### src/rtl/host_rd_arbiter_pkg.sv
// host_rd_arbiter_pkg
//   Shared types and helpers for the host read-channel arbiter.
//   ar_req_t  : one registered AR request {addr, len, size, id}; addr is sized
//               for the widest supported host address (ADDR_W <= 64), and id
//               for the largest supported master count (8).
//   rr_pick   : round-robin search over a request vector, starting at ptr.
//   cnt_width : bit width needed to hold 0..max_val inclusive.
package host_rd_arbiter_pkg;

  localparam int unsigned ARB_MAX_MASTERS = 8;
  localparam int unsigned ARB_IDX_W       = 3;
  localparam int unsigned ARB_ADDR_MAX_W  = 64;

  typedef struct packed {
    logic [ARB_ADDR_MAX_W-1:0] addr;
    logic [7:0]                len;
    logic [2:0]                size;
    logic [ARB_IDX_W-1:0]      id;
  } ar_req_t;

  typedef struct packed {
    logic                 found;
    logic [ARB_IDX_W-1:0] idx;
  } rr_pick_t;

  function automatic int unsigned cnt_width(input int unsigned max_val);
    return $clog2(max_val + 1);
  endfunction

  // ptr must be < num; candidates wrap at num rather than at ARB_MAX_MASTERS.
  function automatic rr_pick_t rr_pick(input logic [ARB_MAX_MASTERS-1:0] req_vec,
                                       input logic [ARB_IDX_W-1:0]       ptr,
                                       input logic [ARB_IDX_W:0]         num);
    rr_pick_t             res;
    logic [ARB_IDX_W:0]   cand;
    res = '0;
    for (int unsigned k = 0; k < ARB_MAX_MASTERS; k++) begin
      cand = {1'b0, ptr} + (ARB_IDX_W + 1)'(k);
      if (cand >= num) cand = cand - num;
      if ((k < 32'(num)) && !res.found && req_vec[cand[ARB_IDX_W-1:0]]) begin
        res.found = 1'b1;
        res.idx   = cand[ARB_IDX_W-1:0];
      end
    end
    return res;
  endfunction

endpackage

### src/rtl/host_rd_outstanding_cnt.sv
// host_rd_outstanding_cnt
//   Per-master in-flight burst counter, range 0..MAX_OUTSTANDING.
//   clk, rst : clock, asynchronous active-high reset
//   inc      : burst granted to this master
//   dec      : last beat of a burst for this master accepted
//   count    : current in-flight bursts
//   full     : count == MAX_OUTSTANDING
//   An increment at full and a decrement at zero are both dropped, so a
//   stray rlast (e.g. a response to a burst issued before reset) cannot wrap.
module host_rd_outstanding_cnt
  import host_rd_arbiter_pkg::*;
#(
  parameter int unsigned MAX_OUTSTANDING = 16,
  parameter int unsigned CNT_W           = cnt_width(MAX_OUTSTANDING)
) (
  input  logic             clk,
  input  logic             rst,
  input  logic             inc,
  input  logic             dec,
  output logic [CNT_W-1:0] count,
  output logic             full
);

  logic inc_ok;
  logic dec_ok;

  always_comb begin
    full   = (count == CNT_W'(MAX_OUTSTANDING));
    inc_ok = inc && !full;
    dec_ok = dec && (count != '0);
  end

  always_ff @(posedge clk or posedge rst) begin
    if (rst) begin
      count <= '0;
    end else if (inc_ok && !dec_ok) begin
      count <= count + CNT_W'(1);
    end else if (dec_ok && !inc_ok) begin
      count <= count - CNT_W'(1);
    end
  end

endmodule

### src/rtl/host_rd_arbiter.sv
// host_rd_arbiter
//   Shares one host AXI-MM read channel (AR/R) between NUM_MASTERS readers.
//   AR: round-robin over masters below their outstanding limit, one-entry
//   output register, m_arid = master index. R: routed by m_rid, zero latency.
//   Ports:
//     bcd_clk, bcd_reset        clock, asynchronous active-high reset
//     s_ar*                     per-master request (flattened vectors)
//     s_r*                      per-master rvalid/rready, shared data/resp/last
//     m_ar*, m_r*               host read channel
//     err_bad_rid               sticky: beat seen with m_rid >= NUM_MASTERS
//     perf_grants, perf_stalls  per-master 32-bit saturating counters
//   Build option: define HOST_RD_ARB_PERF_EN to implement the perf counters;
//   otherwise they are tied to zero.
module host_rd_arbiter
  import host_rd_arbiter_pkg::*;
#(
  parameter int unsigned NUM_MASTERS     = 2,
  parameter int unsigned ADDR_W          = 64,
  parameter int unsigned DATA_W          = 512,
  parameter int unsigned ID_W            = 3,
  parameter int unsigned MAX_OUTSTANDING = 16
) (
  input  logic                      bcd_clk,
  input  logic                      bcd_reset,
  input  logic [NUM_MASTERS-1:0]    s_arvalid,
  output logic [NUM_MASTERS-1:0]    s_arready,
  input  logic [NUM_MASTERS*ADDR_W-1:0] s_araddr,
  input  logic [NUM_MASTERS*8-1:0]  s_arlen,
  input  logic [NUM_MASTERS*3-1:0]  s_arsize,
  output logic [NUM_MASTERS-1:0]    s_rvalid,
  input  logic [NUM_MASTERS-1:0]    s_rready,
  output logic [DATA_W-1:0]         s_rdata,
  output logic [1:0]                s_rresp,
  output logic                      s_rlast,
  output logic                      m_arvalid,
  input  logic                      m_arready,
  output logic [ADDR_W-1:0]         m_araddr,
  output logic [7:0]                m_arlen,
  output logic [2:0]                m_arsize,
  output logic [ID_W-1:0]           m_arid,
  input  logic                      m_rvalid,
  output logic                      m_rready,
  input  logic [DATA_W-1:0]         m_rdata,
  input  logic [1:0]                m_rresp,
  input  logic [ID_W-1:0]           m_rid,
  input  logic                      m_rlast,
  output logic                      err_bad_rid,
  output logic [NUM_MASTERS*32-1:0] perf_grants,
  output logic [NUM_MASTERS*32-1:0] perf_stalls
);

  localparam int unsigned CNT_W = cnt_width(MAX_OUTSTANDING);

  ar_req_t                    ar_q;
  ar_req_t                    sel_req;
  logic                       ar_valid_q;
  logic [ARB_IDX_W-1:0]       rr_ptr;
  logic [ARB_IDX_W-1:0]       ptr_nxt;
  logic [NUM_MASTERS-1:0]     full;
  logic [NUM_MASTERS-1:0]     eligible;
  logic [ARB_MAX_MASTERS-1:0] elig_pad;
  rr_pick_t                   pick;
  logic                       grant;
  logic                       rid_ok;
  logic [NUM_MASTERS-1:0]     rlast_dec;

  // ---------------- AR arbitration ----------------
  always_comb begin
    eligible = s_arvalid & ~full;
    elig_pad = '0;
    elig_pad[NUM_MASTERS-1:0] = eligible;
    pick = rr_pick(elig_pad, rr_ptr, (ARB_IDX_W + 1)'(NUM_MASTERS));
    // Register free now, or draining this cycle: one grant per clock.
    grant = pick.found && (!ar_valid_q || m_arready) && !bcd_reset;

    s_arready = '0;
    sel_req   = '0;
    for (int unsigned i = 0; i < NUM_MASTERS; i++) begin
      if (pick.idx == ARB_IDX_W'(i)) begin
        s_arready[i] = grant;
        sel_req.addr = ARB_ADDR_MAX_W'(s_araddr[i*ADDR_W +: ADDR_W]);
        sel_req.len  = s_arlen[i*8 +: 8];
        sel_req.size = s_arsize[i*3 +: 3];
      end
    end
    sel_req.id = pick.idx;

    if (32'(pick.idx) + 32'd1 >= NUM_MASTERS) ptr_nxt = '0;
    else                                     ptr_nxt = pick.idx + ARB_IDX_W'(1);
  end

  always_ff @(posedge bcd_clk or posedge bcd_reset) begin
    if (bcd_reset) begin
      ar_q       <= '0;
      ar_valid_q <= 1'b0;
      rr_ptr     <= '0;
    end else if (grant) begin
      ar_q       <= sel_req;
      ar_valid_q <= 1'b1;
      rr_ptr     <= ptr_nxt;
    end else if (m_arready) begin
      ar_valid_q <= 1'b0;
    end
  end

  always_comb begin
    m_arvalid = ar_valid_q;
    m_araddr  = ar_q.addr[ADDR_W-1:0];
    m_arlen   = ar_q.len;
    m_arsize  = ar_q.size;
    m_arid    = ID_W'(ar_q.id);
  end

  // ---------------- R routing ----------------
  always_comb begin
    rid_ok    = (32'(m_rid) < NUM_MASTERS);
    s_rvalid  = '0;
    m_rready  = 1'b1;  // unknown IDs are sunk so the host never stalls on them
    rlast_dec = '0;
    for (int unsigned i = 0; i < NUM_MASTERS; i++) begin
      if (m_rid == ID_W'(i)) begin
        s_rvalid[i] = m_rvalid;
        m_rready    = s_rready[i];
      end
    end
    for (int unsigned i = 0; i < NUM_MASTERS; i++) begin
      rlast_dec[i] = m_rvalid && m_rready && m_rlast && (m_rid == ID_W'(i));
    end
    s_rdata = m_rdata;
    s_rresp = m_rresp;
    s_rlast = m_rlast;
  end

  always_ff @(posedge bcd_clk or posedge bcd_reset) begin
    if (bcd_reset)                err_bad_rid <= 1'b0;
    else if (m_rvalid && !rid_ok) err_bad_rid <= 1'b1;
  end

  // ---------------- Outstanding counters ----------------
  for (genvar g = 0; g < NUM_MASTERS; g++) begin : g_cnt
    logic [CNT_W-1:0] count;
    host_rd_outstanding_cnt #(
      .MAX_OUTSTANDING (MAX_OUTSTANDING),
      .CNT_W           (CNT_W)
    ) u_cnt (
      .clk   (bcd_clk),
      .rst   (bcd_reset),
      .inc   (s_arready[g]),
      .dec   (rlast_dec[g]),
      .count (count),
      .full  (full[g])
    );
  end

  // ---------------- Performance counters ----------------
`ifdef HOST_RD_ARB_PERF_EN
  for (genvar g = 0; g < NUM_MASTERS; g++) begin : g_perf
    logic [31:0] grant_cnt;
    logic [31:0] stall_cnt;
    always_ff @(posedge bcd_clk or posedge bcd_reset) begin
      if (bcd_reset) begin
        grant_cnt <= '0;
        stall_cnt <= '0;
      end else begin
        if (s_arready[g] && (grant_cnt != '1))            grant_cnt <= grant_cnt + 32'd1;
        if (s_arvalid[g] && full[g] && (stall_cnt != '1)) stall_cnt <= stall_cnt + 32'd1;
      end
    end
    assign perf_grants[g*32 +: 32] = grant_cnt;
    assign perf_stalls[g*32 +: 32] = stall_cnt;
  end
`else
  assign perf_grants = '0;
  assign perf_stalls = '0;
`endif

endmodule

### config.mk
export PLATFORM = sky130hd
export DESIGN_NAME = host_rd_arbiter
export DESIGN_NICKNAME = d
export VERILOG_FILES = /design/src/rtl/host_rd_arbiter_pkg.sv /design/src/rtl/host_rd_outstanding_cnt.sv /design/src/rtl/host_rd_arbiter.sv
export SDC_FILE = /design/constraint.sdc
export NUM_CORES = 1
export LEC_CHECK = 0
export CAP_MARGIN = 20
export CORE_AREA = 2 2 549 551
export DETAILED_ROUTE_END_ITERATION = 8
export DIE_AREA = 0 0 551 553
export PLACE_DENSITY = 0.3
export RECOVER_POWER = 25
export SETUP_SLACK_MARGIN = 0.15
export SLEW_MARGIN = 25
export SYNTH_ARGS = -nofsm -noshare
export SYNTH_HDL_FRONTEND = slang
export SYNTH_SLANG_ARGS = --single-unit
### constraint.sdc
create_clock -name bcd_clk -period 5.2 [get_ports bcd_clk]
set_clock_uncertainty 0.2 [all_clocks]
set_input_delay 1.04 -clock bcd_clk [delete_from_list [all_inputs] [get_ports bcd_clk]]
set_output_delay 1.04 -clock bcd_clk [all_outputs]
set_load 0.005 [all_outputs]
==> key figures <==
Clock tree
  – Reg clk slew, reported paths: 0.10 ns
  – Post-CTS setup buffers: 0
  – CTS buffer count: 9
  – Cts repair resizes: 0
  – CTS tree: done
  – CTS sink count: 93
  – Hold Buf Count CTS: 0
  – Worst-Skew Late Latency: 0.41 ns
  – Maximum clock path buffer count: 2
  – CTS Root Cell: clkbuf_16
  – Htree depth: 3

Critical path
  – Element type at the critical path end: output port
  – Levels on crit path: 5
  – Critical Path, Cell by Cell: clkdlybuf4s50_1, nor2_1, buf_4, nand2_1, clkdlybuf4s50_1
  – WP data arrival: 2.94 ns
  – Reg-to-reg slack, setup: 1.31 ns
  – Max incr delay on CP: 0.52 ns
  – Startpoint Class: input pin
  – WP data required: 3.96 ns
  – Length in cells of the worst reg-to-reg path: 16
  – Worst setup path start: m_rid[2]
  – Most frequent CP cell: clkdlybuf4s50_1
  – Critical path class: in2out
  – Worst Setup EP: m_rready
  – CP Max Fanout: 3
  – R2r endpoint: g_cnt[1].u_cnt.count[4]
  – Crit-path slowest cell: nor2_1
  – Delay-heaviest family, CP: buffers and inverters
  – Worst R2R Start: rr_ptr[0]
  – CP Buf/Inv Count: 3

Synth
  – Seq/Total Area, Yosys: 23.4%
  – EDFF count, synth: 0
  – Synth Warn #: 0
  – Flops & latches, synth: 93
  – Post-synth cell types: 36
  – Cell count after synthesis: 1,187
  – Synth Area per Inst: 8.39 um^2
  – Ranking of synthesized cells by area: buf_4, dfrtp_1, nand2_1
  – Post-synth top area cell: buf_4
  – Synth Cell Area: 9950 um^2
  – Top FF cell, synth: dfrtp_1
  – Asr flop ratio synth: 100%
  – Synth top area share: 48.7%

Status
  – Status: finished, violations left
  – Failing checks: capacitance limit, slew limit

Die
  – Core box area: 299,000 um^2
  – Die X: 551 um
  – Num rows: 201
  – Initial core utilization: 3.33%
  – # IOs: 1,404
  – Full die area: 305,000 um^2
  – Chip height: 553 um

Pwr
  – P_int: 0.00124 W
  – Sw Ratio: 32.8%
  – Leak: 4.01 nW
  – Clk pwr share: 41.9%
  – Pwr dens: 138 nW/um^2
  – Power share of the sequential group: 41.0%
  – Switching Power: 0.000604 W
  – VDD IR-drop max: 150 uV
  – Power share of the combinational group: 17.2%

Route
  – DR WL/cell: 35.2 um
  – Post-route antenna net violation count: 0
  – 1st-iter DRT viols: 284
  – Via/cell ratio: 1.36
  – Drt drc: 0
  – DR pass1 iterations: 4
  – WL final: 172 mm
  – Vias: 6,636

Finish
  – Most frequent cells in the layout: clkdlybuf4s50_1, nand2_1, conb_1
  – Commonest non-fill, non-tap cell in the layout: clkdlybuf4s50_1
  – P&R area growth vs syn: 33.7%
  – Final nets: 1,596
  – Share of post-route cells with drive strength above 1: 8.16%
  – Fill cells: 35.6k

STA
  – Final Hold Viols: 0
  – F_max: 0.239 GHz
  – Tmin final: 4.18 ns
  – Unrepaired setup endpoints after global routing: false
  – Setup ws final: 1.02 ns
  – Setup_tns: 0 ns
  – Worst rel slew slack: -79.0%
  – Count of final setup violators: 0
  – Pins Over Slew Limit: 50
  – Period utilization: 80.4%
  – Slew @ Worst Pin: 2.68 ns

Placement
  – DP HPWL: 163 mm
  – Routability cong.: 0.721
  – I/O Buffers: 247
  – Pre-CTS setup slack: 0.740 ns

GRT
  – Largest net degree at the start of global routing: 113
  – Global-route wire length before repair: 187 mm
  – Initial antenna violation count: 58
  – Overall Global Routing Usage: 10.9%
  – Congestion Overflow GR: 0
  – Vias in the first global route: 6,519

Flow run
  – Max-cap violations: 1

Min path
  – Hold Crit Depth: 1
  – Hold Crit Class: reg2reg
-- worst register-to-register path, cell delays in order, from the launching register on --
cell and delay [ns]:
dfrtp_1 0.48, inv_1 0.16, ha_1 0.24, nor4b_1 0.36, or2_1 0.20, o211ai_1 0.16
inv_1 0.18, ha_4 0.19, and3_1 0.16, ha_1 0.19, inv_1 0.11, fa_1 0.41
a21o_1 0.17, a21oi_1 0.19, xnor2_1 0.15, nor2_1 0.07, xor2_1 0.14
-- metrics by stage --
stage	area, um^2	util (%)	hold slack [ns]	total power (W)	instances
3_5_place_dp	13000	4.35	0.255	0.00109	4849
3_3_place_gp	13000	4.35	0.252	0.00109	4849
5_1_grt	13300	4.44	0.310	0.00197	4868
4_1_cts	13300	4.44	0.283	0.00193	4865
2_1_floorplan	10400	-	0.254	0.00129	1316
6_report	13300	4.45	0.292	0.00184	4887
-- synth_stat cells (3+ instances only) --
| library cell | instances |
|---|---|
| inv_1 | 14 |
| dfrtp_1 | 93 |
| mux2i_1 | 4 |
| xnor2_1 | 5 |
| a21oi_1 | 8 |
| o21ai_0 | 81 |
| nor2_1 | 4 |
| clkbuf_1 | 24 |
| a21o_1 | 6 |
| buf_6 | 3 |
| buf_4 | 646 |
| buf_1 | 4 |
| xor2_1 | 6 |
| mux2_2 | 41 |
| nand2_1 | 161 |
| nand2b_1 | 4 |
| ha_1 | 16 |
| mux2_1 | 36 |
| buf_2 | 5 |
| and3_1 | 4 |
-- how the worst min path moves through the flow --
stage | slack [ns] | start | to
floorplan | 0.25 | g_cnt[0].u_cnt.count[4] | g_cnt[0].u_cnt.count[4]
global placement | 0.25 | err_bad_rid | err_bad_rid
detailed placement | 0.26 | err_bad_rid | err_bad_rid
CTS | 0.28 | err_bad_rid | err_bad_rid
global route | 0.31 | g_cnt[0].u_cnt.count[4] | g_cnt[0].u_cnt.count[4]
finish | 0.29 | err_bad_rid | err_bad_rid
-- flip-flops by register name (all words and copies together), names as in the netlist --
name / count
g_cnt.u_cnt.count: 10
rr_ptr: 3
m_arid: 3
m_arsize: 3
m_araddr: 64
err_bad_rid: 1
m_arlen: 8
m_arvalid: 1
-- layer usage --
layer,vias up,track usage [%],part of all wire (%)
met5,-,0.997,0.41
met4,38,3.87,4.2
met3,299,19.5,39
met2,1229,16.3,42
met1,2641,4.60,15
li1,2429,-,-
-- cell families (layout without fill, tap and decap cells) --
group           Yosys count  after routing  synth area share (%)
flops                    93             93                  23.4
other cells               2            153                0.0754
fa+ha+maj                18             18                  2.41
compound gates          103            103                  5.63
buf+inv                 696            287                  50.9
xor+xnor                 11             11                 0.968
simple gates            183            183                  7.53
mux                      81             81                  9.11
-- layout make-up --
class	count	area [um^2]	share of cell area [%]
tap	3958	4950	37.2
antenna	22	55.1	0.414
sequential	93	2330	17.5
multi-input combinational	527	3080	23.1
timing repair buffer	257	2560	19.3
inverter	14	52.6	0.395
clock inverter	7	53.8	0.404
clock buffer	9	225	1.69
-- power by group through the flow --
stage	registers, W	logic, W	clock network [W]
3_5_place_dp	0.000768	0.000323	0
2_1_floorplan	0.000764	0.000523	0
6_report	0.000755	0.000316	0.000771
3_3_place_gp	0.000769	0.000320	0
5_1_grt	0.000758	0.000359	0.000853
4_1_cts	0.000755	0.000324	0.000847
No activity file was read; power rests on OpenSTA's default activity.
